$ cat src/rtl/cos_pkg.sv
// Shared types for the cos(x) Taylor-series controller, datapath and bench.
package cos_pkg;

  localparam int COS_X_W = 16;
  localparam int COS_Y_W = 8;

  typedef enum logic [2:0] {
    IDLE, INIT, LOAD, SQUARE, COEF, ACCUM, CHECK, DONE
  } cos_state_t;

  typedef struct packed {
    logic init_pp;
    logic init_ps;
    logic init_cnt;
    logic init_DFF;
    logic ld_y;
    logic ld_x2;
    logic sel_x;
    logic inc_cnt;
    logic sel_x2;
    logic sel_pp;
    logic ld_pp;
    logic sel_ROM;
    logic ld_ps;
    logic toggle;
  } cos_ctrl_t;

endpackage

$ cat src/rtl/cos_dp_controller_if.sv
// Operand-in / result-out handshake bundle of the cos controller.
// valid/ready: a transfer happens on a rising clk edge where valid & ready are both 1;
// the source holds valid and its payload stable until that edge.
interface cos_dp_controller_if;
  import cos_pkg::*;

  logic               start_valid;
  logic               start_ready;
  logic [COS_X_W-1:0] x_in;
  logic [COS_Y_W-1:0] y_in;
  logic               abort;
  logic               res_valid;
  logic               res_ready;
  logic [COS_X_W-1:0] res_data;
  logic               res_limit;

  modport master (
    output start_valid, x_in, y_in, abort, res_ready,
    input  start_ready, res_valid, res_data, res_limit
  );

  modport slave (
    input  start_valid, x_in, y_in, abort, res_ready,
    output start_ready, res_valid, res_data, res_limit
  );

endinterface

$ cat src/rtl/cos_ctrl_decode.sv
// Moore decode of controller state into the 14 datapath strobes.
module cos_ctrl_decode
  import cos_pkg::*;
(
  input  cos_state_t state,
  output cos_ctrl_t  ctrl
);

  always_comb begin
    ctrl = '0;
    case (state)
      INIT: begin
        ctrl.init_pp  = 1'b1;
        ctrl.init_ps  = 1'b1;
        ctrl.init_cnt = 1'b1;
        ctrl.init_DFF = 1'b1;
      end
      LOAD: begin
        ctrl.ld_y  = 1'b1;
        ctrl.ld_x2 = 1'b1;
        ctrl.sel_x = 1'b1;
      end
      SQUARE: begin
        ctrl.sel_x2  = 1'b1;
        ctrl.sel_pp  = 1'b1;
        ctrl.ld_pp   = 1'b1;
        ctrl.inc_cnt = 1'b1;
      end
      COEF: begin
        ctrl.sel_ROM = 1'b1;
        ctrl.sel_pp  = 1'b1;
        ctrl.ld_pp   = 1'b1;
      end
      ACCUM: begin
        ctrl.ld_ps  = 1'b1;
        ctrl.toggle = 1'b1;
      end
      default: ctrl = '0;
    endcase
  end

endmodule

$ cat src/rtl/cos_dp_controller.sv
// Control FSM for the cos(x) datapath: takes an operand, runs one series term per
// loop pass, stops on convergence / carry-out / term limit, holds the result.
module cos_dp_controller
  import cos_pkg::*;
#(
  parameter int MAX_TERMS = 8
) (
  input  logic               clk,
  input  logic               rst,
  cos_dp_controller_if.slave host,
  output logic [COS_X_W-1:0] dp_x,
  output logic [COS_Y_W-1:0] dp_y,
  input  logic [COS_X_W-1:0] cos_bus,
  input  logic               cnt_co,
  input  logic               not_continue,
  output logic               init_pp,
  output logic               init_ps,
  output logic               init_cnt,
  output logic               init_DFF,
  output logic               ld_y,
  output logic               ld_x2,
  output logic               sel_x,
  output logic               inc_cnt,
  output logic               sel_x2,
  output logic               sel_pp,
  output logic               ld_pp,
  output logic               sel_ROM,
  output logic               ld_ps,
  output logic               toggle,
  output cos_state_t         state_dbg
);

  localparam int ITER_W = (MAX_TERMS > 1) ? $clog2(MAX_TERMS) : 1;
  localparam logic [ITER_W-1:0] ITER_LAST = ITER_W'(MAX_TERMS - 1);

  cos_state_t         state, state_next;
  cos_ctrl_t          ctrl;
  logic [ITER_W-1:0]  iter;
  logic               ready_q;
  logic               res_valid_q;
  logic [COS_X_W-1:0] res_data_q;
  logic               res_limit_q;
  logic               accept, stop, abort_run, res_take;

  assign accept    = ready_q && host.start_valid && !host.abort;
  assign stop      = not_continue || cnt_co || (iter == ITER_LAST);
  assign abort_run = host.abort && (state != IDLE);
  assign res_take  = (state == DONE) && res_valid_q && host.res_ready;

  always_ff @(posedge clk or negedge rst) begin
    if (!rst) state <= IDLE;
    else      state <= state_next;
  end

  always_comb begin
    state_next = state;
    case (state)
      IDLE:    if (accept) state_next = INIT;
      INIT:    state_next = LOAD;
      LOAD:    state_next = SQUARE;
      SQUARE:  state_next = COEF;
      COEF:    state_next = ACCUM;
      ACCUM:   state_next = CHECK;
      CHECK:   state_next = stop ? DONE : SQUARE;
      DONE:    if (res_take) state_next = IDLE;
      default: state_next = IDLE;
    endcase
    if (abort_run) state_next = IDLE;
  end

  cos_ctrl_decode u_decode (
    .state (state),
    .ctrl  (ctrl)
  );

  assign {init_pp, init_ps, init_cnt, init_DFF, ld_y, ld_x2, sel_x, inc_cnt,
          sel_x2, sel_pp, ld_pp, sel_ROM, ld_ps, toggle} = ctrl;
  assign state_dbg        = state;
  assign host.start_ready = ready_q;
  assign host.res_valid   = res_valid_q;
  assign host.res_data    = res_data_q;
  assign host.res_limit   = res_limit_q;

  // ready is registered so it stays low until the first edge after reset release
  always_ff @(posedge clk or negedge rst) begin
    if (!rst) begin
      ready_q     <= 1'b0;
      dp_x        <= '0;
      dp_y        <= '0;
      iter        <= '0;
      res_valid_q <= 1'b0;
      res_data_q  <= '0;
      res_limit_q <= 1'b0;
    end else begin
      ready_q <= (state_next == IDLE);
      if (accept) begin
        dp_x <= host.x_in;
        dp_y <= host.y_in;
        iter <= '0;
      end
      if (state == CHECK && !host.abort) begin
        if (stop) begin
          res_data_q  <= cos_bus;
          res_limit_q <= ~(not_continue | cnt_co);
          res_valid_q <= 1'b1;
        end else begin
          iter <= iter + ITER_W'(1);
        end
      end
      if (res_take || abort_run) res_valid_q <= 1'b0;
    end
  end

endmodule
$ cat src/flat_wrapper.sv
// flat-port wrapper written by rule: the top's interface ports become plain ports
module cos_dp_controller_flat import cos_pkg::*;
#(
  parameter int MAX_TERMS = 8
)
  (clk, rst, dp_x, dp_y, cos_bus, cnt_co, not_continue, init_pp, init_ps, init_cnt, init_DFF, ld_y, ld_x2, sel_x, inc_cnt, sel_x2, sel_pp, ld_pp, sel_ROM, ld_ps, toggle, state_dbg, host_start_valid, host_x_in, host_y_in, host_abort, host_res_ready, host_start_ready, host_res_valid, host_res_data, host_res_limit);
  cos_dp_controller_if host_i ();
  input  logic clk;
  input  logic rst;
  output logic [COS_X_W-1:0] dp_x;
  output logic [COS_Y_W-1:0] dp_y;
  input  logic [COS_X_W-1:0] cos_bus;
  input  logic cnt_co;
  input  logic not_continue;
  output logic init_pp;
  output logic init_ps;
  output logic init_cnt;
  output logic init_DFF;
  output logic ld_y;
  output logic ld_x2;
  output logic sel_x;
  output logic inc_cnt;
  output logic sel_x2;
  output logic sel_pp;
  output logic ld_pp;
  output logic sel_ROM;
  output logic ld_ps;
  output logic toggle;
  output cos_state_t state_dbg;
  input wire logic [$bits(host_i.start_valid)-1:0] host_start_valid;
  input wire logic [$bits(host_i.x_in)-1:0] host_x_in;
  input wire logic [$bits(host_i.y_in)-1:0] host_y_in;
  input wire logic [$bits(host_i.abort)-1:0] host_abort;
  input wire logic [$bits(host_i.res_ready)-1:0] host_res_ready;
  output wire logic [$bits(host_i.start_ready)-1:0] host_start_ready;
  output wire logic [$bits(host_i.res_valid)-1:0] host_res_valid;
  output wire logic [$bits(host_i.res_data)-1:0] host_res_data;
  output wire logic [$bits(host_i.res_limit)-1:0] host_res_limit;
  assign host_i.start_valid = host_start_valid;
  assign host_i.x_in = host_x_in;
  assign host_i.y_in = host_y_in;
  assign host_i.abort = host_abort;
  assign host_i.res_ready = host_res_ready;
  assign host_start_ready = host_i.start_ready;
  assign host_res_valid = host_i.res_valid;
  assign host_res_data = host_i.res_data;
  assign host_res_limit = host_i.res_limit;
  cos_dp_controller #(.MAX_TERMS(MAX_TERMS)) u_core (.clk(clk), .rst(rst), .host(host_i), .dp_x(dp_x), .dp_y(dp_y), .cos_bus(cos_bus), .cnt_co(cnt_co), .not_continue(not_continue), .init_pp(init_pp), .init_ps(init_ps), .init_cnt(init_cnt), .init_DFF(init_DFF), .ld_y(ld_y), .ld_x2(ld_x2), .sel_x(sel_x), .inc_cnt(inc_cnt), .sel_x2(sel_x2), .sel_pp(sel_pp), .ld_pp(ld_pp), .sel_ROM(sel_ROM), .ld_ps(ld_ps), .toggle(toggle), .state_dbg(state_dbg));
endmodule
$ cat config.mk
export PLATFORM = sky130hd
export DESIGN_NAME = cos_dp_controller_flat
export DESIGN_NICKNAME = d
export VERILOG_FILES = /design/src/rtl/cos_pkg.sv /design/src/rtl/cos_dp_controller_if.sv /design/src/rtl/cos_ctrl_decode.sv /design/src/rtl/cos_dp_controller.sv /design/src/flat_wrapper.sv
export SDC_FILE = /design/constraint.sdc
export NUM_CORES = 1
export LEC_CHECK = 0
export ABC_CLOCK_PERIOD_IN_PS = 3600
export CAP_MARGIN = 20
export CORE_ASPECT_RATIO = 1.75
export CORE_MARGIN = 5
export CORE_UTILIZATION = 41
export CTS_BUF_LIST = sky130_fd_sc_hd__clkbuf_8
export DETAILED_ROUTE_END_ITERATION = 10
export PLACE_DENSITY = 0.87
export SLEW_MARGIN = 15
export SYNTH_ARGS = -nofsm -noshare
export SYNTH_HDL_FRONTEND = slang
export SYNTH_HIERARCHICAL = 1
export SYNTH_SLANG_ARGS = --single-unit
export TNS_END_PERCENT = 5
$ cat constraint.sdc
create_clock -name clk -period 3.6 [get_ports clk]
set_clock_uncertainty 0.05 [all_clocks]
set_input_delay 0.72 -clock clk [delete_from_list [all_inputs] [get_ports clk]]
set_output_delay 0.72 -clock clk [all_outputs]
set_load 0.005 [all_outputs]
== Yosys cells after proc, flatten, opt, wreduce, memory -nomap -nowiden ==
Cells that the tools add are included.
Word-level totals
  RAM bits: 0
  bits in latches: 0
  bits in registers: 49
  input port bits: 47
  memory bits (read-only): 0
  word-level logic and storage cells: 54
  memories kept: 0
Operators by class
  $lt $le $gt $ge: 0
  bitwise logic cells: 2
  multipliers: 0
  shifts and indexed selects: 0
  equal/unequal tests: 8
  div/mod/pow operators: 0
  reduce and logical (&&, ||, !) cells: 18
  multiplexer cells: 17
  $add $sub $neg: 1
Operator list (count)
  3-bit two-way mux: 8
  3-bit one-hot mux with 8 select lines: 1
  3-bit == test (second input constant): 5
  3-bit by 2-bit == test with 1-bit output (second input constant): 2
  1-bit logical AND: 6
  3-bit zero test: 2
  2-bit two-way mux: 3
  1-bit two-way mux: 4
  4-bit two-way mux: 1
  2-bit AND reduction: 2
  2-bit nonzero test: 2
  3-bit by 1-bit adder with 3-bit output (second input constant): 1
  3-bit by 1-bit == test with 1-bit output (second input constant): 1
  1-bit logical OR: 3
  3-bit nonzero test: 1
  2-bit OR reduction: 1
  1-bit zero test: 1
  1-bit NOT: 1
  1-bit OR: 1

== Depth between registers and ports, before layout ==
Gate-level depths: netlist of run 1.
  depth after elaboration: 7
  mapped depth: 7
  gate-level depth less buffers: 5

== By module ==
Netlist of run 1, hierarchy kept.
By module, submodules not included
  cos_dp_controller: instances 1, sequential area each 1226.2 µm², area each 2009.4 µm², cells each 131
  cos_ctrl_decode: instances 1, sequential area each 0.0 µm², area each 112.6 µm², cells each 17

== Worst setup path after synthesis of run 1 ==
No wires, ideal clock.
  path kind: input -> register
  start: input port cnt_co
  end: register u_core.res_data_q[10], in the netlist u_core/host.res_data[10]
  arrival: 1752 ps
  required time: 3425 ps
  setup time: 125 ps
  stages on the path: 5
  slack: 1673 ps
  cell sequence: or3_1 buf_2 nand2_4 buf_12 mux2_4
Between the ends
  longest elaborated chain between the ends: 3
Ends and longest elaborated chain
  from (decl): line flat_wrapper.sv:13  | input logic cnt_co;
  1-bit logical OR (2 in a row): line cos_dp_controller.sv:46  | assign stop = not_continue || cnt_co || (iter == ITER_LAST);
  2-bit AND reduction (no source line)
  to (signal assigned): line cos_dp_controller.sv:103  | res_data_q <= cos_bus;
  to (decl): line cos_dp_controller.sv:41  | logic [COS_X_W-1:0] res_data_q;
Every way passes these cells.
A chain may end at the register's enable or synchronous reset.

== Final worst setup path of run 1 ==
  start: register u_core.state[0], in the netlist u_core/state_dbg[0]
  end: output port init_ps
Between the ends
  longest elaborated chain between the ends: 2
Ends and longest elaborated chain
  from (decl): line cos_dp_controller.sv:36  | cos_state_t state, state_next;
  from (signal assigned): line cos_dp_controller.sv:52  | else state <= state_next;
  3-bit by 1-bit == test with 1-bit output: line cos_ctrl_decode.sv:11  | case (state)
  4-bit two-way mux: line cos_ctrl_decode.sv:11
  to (decl): line flat_wrapper.sv:16  | output logic init_ps;
Every way passes these cells.

==> results.md, run 1 <==
* Share of total power consumed by net switching at between 20% and 30%
* Total leakage power at 1.424 nW
* Max_slew headroom at 59.07%
* Mapped cell area at 2122 sq um
* Hold buffer count at cts at 0
* Mux share of post-synthesis cell area at 24.41%
* CTS Root Cell: sky130_fd_sc_hd__clkbuf_8
* Synthesized instance count at ~150
* First-pass detailed-route iteration total at 4
* Minimum period implied by the final worst setup slack at around 2700 ps
* Fraction of the cycle the final worst path needs at 74.20%
* Flop pwr share at about 47%
* Vias at around 1500
* Nature of the critical path endpoint: primary output
* Count of flip-flops with a built-in enable after synthesis at 0
* Fin Hold WS at 383.8 ps
* Vias in the first global route at 1564
* Crit start category: register
* Synthesized-area fraction occupied by ao, oa, aoi and oai cells at 3.892%
* Detailed-route DRC error count at 0
* CP arrival at 1900 ps
* Total setup buffers inserted after CTS at 0
* Distinct cell type count after synthesis at 32
* Number of pins exceeding their max-slew limit in the final report at 0
* Share of the synthesized area in the top cell type at 57.78%
* Final Wtd Congestion at 0.7616
* Number of antenna violations at the first check in global routing at 0
* Die Width at 64.39 microns
* Final-report hold violation count at 0
* Post-route antenna net violation count at 0
* Yosys warnings at 6
* Insertion delay to the later sink of the worst-skew pair at a little under 300 ps
* Overall fraction of global-route tracks in use at 15.26%
* Routed vias/inst at 4.980
* Port buffer count at about 110
* Largest family of logic cells by synthesized area: multiplexers
* Share of async-settable or async-resettable flops after synthesis at 100.0%
* Internal power of the cells at about 1.2 mW
* Transition time at the pin with the least slew margin at 613.9 ps
* Initial Util at 42.27%
* Number of gates given a new drive strength after cts at 0
* Fraction of layout cells with a size suffix above 1 at 21.60%
* Most area-hungry cell type in the Yosys netlist: sky130_fd_sc_hd__dfrtp_1
* Highest net fanout along the worst path at 14
* Adder-cell area share of the yosys netlist at roughly 1.2%
* Core ar. at 5020 sq um
* Dominant synthesized flop cell: sky130_fd_sc_hd__dfrtp_1
* Clock Power Share at 19.1%
* Maximum buffer depth of the clock tree at 2
* # setup viols final at 0
* Clock slew seen by the registers of the worst setup and hold paths at 90 ps
* Overall die area at 6771 sq um
* Total negative slack for setup checks at 0 ps
* Maximum frequency from static timing analysis at 0.3744 GHz
* Inserted Clock Buffers at 5
* Portion of the post-synthesis area used by sequential elements at 57.78%
* Growth of design area from synthesis to finish at 52.54%
* Iter 0 DRT Violations at 84
* Run status: completed
* Number of nets in the finished design at 298
* Unrepaired setup endpoints after global routing: no
* Basic-gate share of the synthesized area counting and, or, nand and nor cells at 7.370%
* CTS tree: built
* Clock sink count at 49
* Synthesized flop and latch total at just under 50
* DPL Wire Length at 3977 microns
* Power density cells at slightly below 500 nW/um^2
* Synthesized Nets at 197
* Total routed wirelength at 5079 microns
* Worst supply voltage drop on vdd at 0.3361 mV
* WL/cell at 16.71 microns
* Ports at 107
* First-pass GRT wire length at between 7000 and 8000 microns
* Worst min path class: input pin to asynchronous set/reset pin
* Number of H-tree branching levels at 2
* Cell types with the largest area share after synthesis: sky130_fd_sc_hd__dfrtp_1, sky130_fd_sc_hd__mux2_2, sky130_fd_sc_hd__mux2_4
* Antenna fix cells at 0
* Max-cap check violation count at 0
* Fraction of power consumed by combinational cells at 33.8%
* Number of cell rows at 34
* Type of the worst setup path: register to primary output
* Aggregate global routing overflow at 0
* Chip height at around 110 microns
* Fraction of synthesized cell area in xor and xnor cells at 0%
* Sw power at 0.3935 mW
* Pin count of the biggest net entering global routing at 50
* WP data required at 2830 ps
* Mean area per synthesized cell at 14.34 sq um
layout make-up:
| class | instances | area, sq um |
|---|---|---|
| Inverter | 3 | 11.26 |
| Clock buffer | 5 | 68.82 |
| Timing Repair Buffer | 107 | 1066 |
| Clock inverter | 3 | 15.01 |
| Tap cell | 54 | 67.56 |
| Sequential cell | 49 | 1226 |
| Multi-Input combinational cell | 83 | 782.0 |
| Fill cell | 406 | 1783 |
synthesized netlist by cell type (all sizes together) (2+ instances only):
library cell  number
nand2b             3
buf               13
mux2i              3
nor2               7
nand3b             2
inv                3
nand3              2
nand2              7
mux2              40
ha                 2
dfrtp             49
a21oi              2
per-layer routing:
| layer | vias up | global-route usage, % | share of wire (%) |
|---|---|---|---|
| met3 | 4 | 4.082 | 6.5 |
| met1 | 740 | 14.77 | 34 |
| li1 | 707 | - | - |
| met5 | - | 0 | 0 |
| met2 | 63 | 29.51 | 58 |
| met4 | 0 | 5.900 | 1.5 |
power groups by stage:
stage / Combinational [mW] / Clock [mW] / Sequential [mW]
global placement: 0.529 / 0 / 0.749
floorplan: 0.175 / 0 / 0.756
CTS: 0.543 / 0.314 / 0.744
detailed placement: 0.542 / 0 / 0.753
global route: 0.566 / 0.336 / 0.764
finish: 0.533 / 0.300 / 0.742
per-stage QoR:
step | instance area (sq um) | instances | util [%] | total power, mW | worst slack (ps)
after floorplan | 2122 | 148 | - | 0.9305 | 1673
after global placement | 3151 | 296 | 62.76 | 1.278 | 999.2
after detailed placement | 3151 | 296 | 62.76 | 1.295 | 949.4
after CTS | 3234 | 304 | 64.43 | 1.602 | 906.9
after global routing | 3237 | 304 | 64.48 | 1.666 | 766.7
final | 3237 | 304 | 64.48 | 1.575 | 928.8
worst paths after layout:
| path | startpoint | end | slack, ps | depth (start not counted) |
|---|---|---|---|---|
| max | u_core/state_dbg[0]$_DFF_PN0_ | init_ps | 930 | 3 |
| min | rst | u_core/dp_y[6]$_DFFE_PN0P_ | 380 | 1 |
| max reg2reg | u_core/iter[0]$_DFF_PN0_ | u_core/host.res_data[1]$_DFFE_PN0P_ | 1570 | 5 |
| min reg2reg | u_core/iter[0]$_DFF_PN0_ | u_core/iter[0]$_DFF_PN0_ | 440 | 1 |
| max in group asynchronous | rst | u_core/host.res_data[9]$_DFFE_PN0P_ | 2690 | 1 |
| min in group clk | u_core/iter[0]$_DFF_PN0_ | u_core/iter[0]$_DFF_PN0_ | 440 | 1 |
cells by family after synthesis:
group	count (synthesis)
AO/OA/AOI/OAI	11
adder cells (fa/ha/maj)	2
buffers and inverters	16
flip-flops	49
multiplexers	43
AND/OR/NAND/NOR	27
sequential cells by signal, summed over array words and instances, names as in the netlist:
register	flops
u_core/host.res_data	16
u_core/host.res_limit	1
u_core/dp_x	16
u_core/host.start_ready	1
u_core/state_dbg	3
u_core/iter	3
u_core/host.res_valid	1
u_core/dp_y	8
critical path, stage by stage, from the launching register on:
cell and delay, ps:
sky130_fd_sc_hd__dfrtp_1 610, sky130_fd_sc_hd__inv_1 110, sky130_fd_sc_hd__nor3_1 310, sky130_fd_sc_hd__clkdlybuf4s50_1 590
cells in the final DEF (no fill, tap or decap), drive strengths merged, types with 2 or more instances in the layout:
| cell | synthesis | layout |
|---|---|---|
| mux2i | 3 | 3 |
| nand2 | 7 | 7 |
| mux2 | 40 | 40 |
| a21oi | 2 | 2 |
| nor2 | 7 | 7 |
| buf | 13 | 2 |
| inv | 3 | 5 |
| nand3 | 2 | 2 |
| dfrtp | 49 | 49 |
| ha | 2 | 2 |
| nand3b | 2 | 2 |
| nand2b | 3 | 3 |
| clkdlybuf4s50 | 0 | 105 |
| clkbuf | 0 | 5 |
Power figures use the tool's default switching activity.
==> inputs of run 2 (changes only) <==
--- a/config.mk
+++ b/config.mk
@@ -5,7 +5,7 @@
 export SDC_FILE = /design/constraint.sdc
 export NUM_CORES = 1
 export LEC_CHECK = 0
-export ABC_CLOCK_PERIOD_IN_PS = 3600
+export ABC_CLOCK_PERIOD_IN_PS = 2600
 export CAP_MARGIN = 20
 export CORE_ASPECT_RATIO = 1.75
 export CORE_MARGIN = 5
==> constraint.sdc (replaced) <==
create_clock -name clk -period 2.6 [get_ports clk]
set_clock_uncertainty 0.05 [all_clocks]
set_input_delay 0.52 -clock clk [delete_from_list [all_inputs] [get_ports clk]]
set_output_delay 0.52 -clock clk [all_outputs]
set_load 0.005 [all_outputs]
==> results.md, run 2 (synthesis results as in run 1) <==
* Port buffer count at 106
* Insertion delay to the later sink of the worst-skew pair at between 200 and 300 ps
* Detailed-route DRC error count at 0
* Aggregate global routing overflow at 0
* Antenna fix cells at 0
* Chip height at between 100 and 150 microns
* Inserted Clock Buffers at 5
* CTS tree: built
* Flop pwr share at 45.1%
* Clock sink count at 49
* Vias in the first global route at 1606
* First-pass detailed-route iteration total at 4
* Type of the worst setup path: register to primary output
* Power density cells at 698.4 nW/um^2
* DPL Wire Length at 3909 microns
* Fin Hold WS at 265.3 ps
* Total negative slack for setup checks at 0 ps
* WL/cell at 16.50 microns
* Core occupancy in the finished layout at approximately 65%
* Fraction of the cycle the final worst path needs at 91.25%
* Growth of design area from synthesis to finish at 54.13%
* Number of pins exceeding their max-slew limit in the final report at 0
* Highest net fanout along the worst path at 13
* Max-cap check violation count at 0
* Clock slew seen by the registers of the worst setup and hold paths at ~90 ps
* Number of antenna violations at the first check in global routing at 0
* Post-Place Cell Area at 3166 sq um
* Total routed wirelength at 5032 microns
* Minimum period implied by the final worst setup slack at 2373 ps
* Maximum buffer depth of the clock tree at 2
* Worst min path class: input pin to asynchronous set/reset pin
* Run status: completed
* Nature of the critical path endpoint: primary output
* Crit start category: register
* CP arrival at 1800 ps
* # setup viols final at 0
* WP data required at 2030 ps
* Setup slack after placement at 358.3 ps
* Overall fraction of global-route tracks in use at 15.15%
* Unrepaired setup endpoints after global routing: no
* Clock Power Share at a little under a quarter
* Number of H-tree branching levels at 2
* CTS Root Cell: sky130_fd_sc_hd__clkbuf_8
* Die Width at ~64 microns
* Overall die area at 6771 sq um
* First-pass GRT wire length at 8010 microns
* Fraction of power consumed by combinational cells at 32.1%
* Iter 0 DRT Violations at 59
* Number of cell rows at 34
* Most frequent standard cell in the layout excluding fill and tap cells: sky130_fd_sc_hd__clkdlybuf4s50_1
* Routed vias/inst at 4.997
* Number of nets in the finished design at 300
* Final Wtd Congestion at a little over 0.7
* Internal power of the cells at 1.735 mW
* Final Instance Area at 3271 sq um
* Final-report hold violation count at 0
* Core ar. at 5020 sq um
* Minimum setup slack in the final design at 227.4 ps
* Share of total power consumed by net switching at ~24%
* Post-route antenna net violation count at 0
* Pin count of the biggest net entering global routing at 50
* Fraction of layout cells with a size suffix above 1 at 23.11%
* Max_slew headroom at 59.77%
* Maximum frequency from static timing analysis at 0.4215 GHz
* Top library cells by usage in the layout, fill and taps aside: sky130_fd_sc_hd__clkdlybuf4s50_1, sky130_fd_sc_hd__dfrtp_1, sky130_fd_sc_hd__mux2_2
* Ports at 107
* Hold buffer count at cts at 0
* Worst supply voltage drop on vdd at 0.6067 mV
* Sw power at 0.5491 mW
* Transition time at the pin with the least slew margin at a little over 600 ps
* Total leakage power at about 1.4 nW
* Initial Util at 42.27%
* Vias at 1524
## run 2: timing repair
action | in CTS | in global routing
resized for setup | 0 | 1
setup endpoints to repair | 0 | 1
setup buffers | 0 | 0
## run 2: final cells by class
class / instances / area [sq um]
Clock inverter: 2 / 35.03
Multi-Input combinational cell: 83 / 782.0
Tap cell: 54 / 67.56
Timing Repair Buffer: 109 / 1079
Inverter: 3 / 11.26
Sequential cell: 49 / 1227
Clock buffer: 5 / 68.82
Fill cell: 405 / 1749
## run 2: power by group through the flow
stage	clock, mW	combinational, mW	sequential [mW]
floorplan	0	0.242	1.05
CTS	0.534	0.750	1.03
global route	0.565	0.783	1.05
global placement	0	0.735	1.04
finish	0.521	0.733	1.03
detailed placement	0	0.749	1.04
## run 2: final timing paths
kind,start,slack [ps],to,cells past startpoint
setup reg to reg,u_core/iter[0]$_DFF_PN0_,590,u_core/host.res_data[3]$_DFFE_PN0P_,5
hold reg to reg,u_core/iter[0]$_DFF_PN0_,450,u_core/iter[0]$_DFF_PN0_,1
max in group asynchronous,rst,1800,u_core/state_dbg[0]$_DFF_PN0_,2
min in group clk,u_core/iter[0]$_DFF_PN0_,450,u_core/iter[0]$_DFF_PN0_,1
hold / removal,rst,270,u_core/dp_x[1]$_DFFE_PN0P_,2
setup / recovery,u_core/state_dbg[2]$_DFF_PN0_,230,init_cnt,2
## run 2: metal layers
layer  track usage (%)  part of all wire, %  vias to the layer above
met2             27.81                   57                       62
met5                 0                    0                        -
li1                  -                    -                      710
met3             3.867                  6.2                        9
met1             15.94                   35                      743
met4             6.354                  2.1                        0
## run 2: worst max-delay path, stage by stage (launching register included)
cell and delay, ps:
sky130_fd_sc_hd__dfrtp_1 540, sky130_fd_sc_hd__nor3_1 390, sky130_fd_sc_hd__clkdlybuf4s50_1 580
## run 2: stage by stage
step / power (mW) / instances
finish: 2.284 / 305
global route: 2.402 / 305
CTS: 2.315 / 305
detailed placement: 1.790 / 298
global placement: 1.772 / 298
floorplan: 1.288 / 148
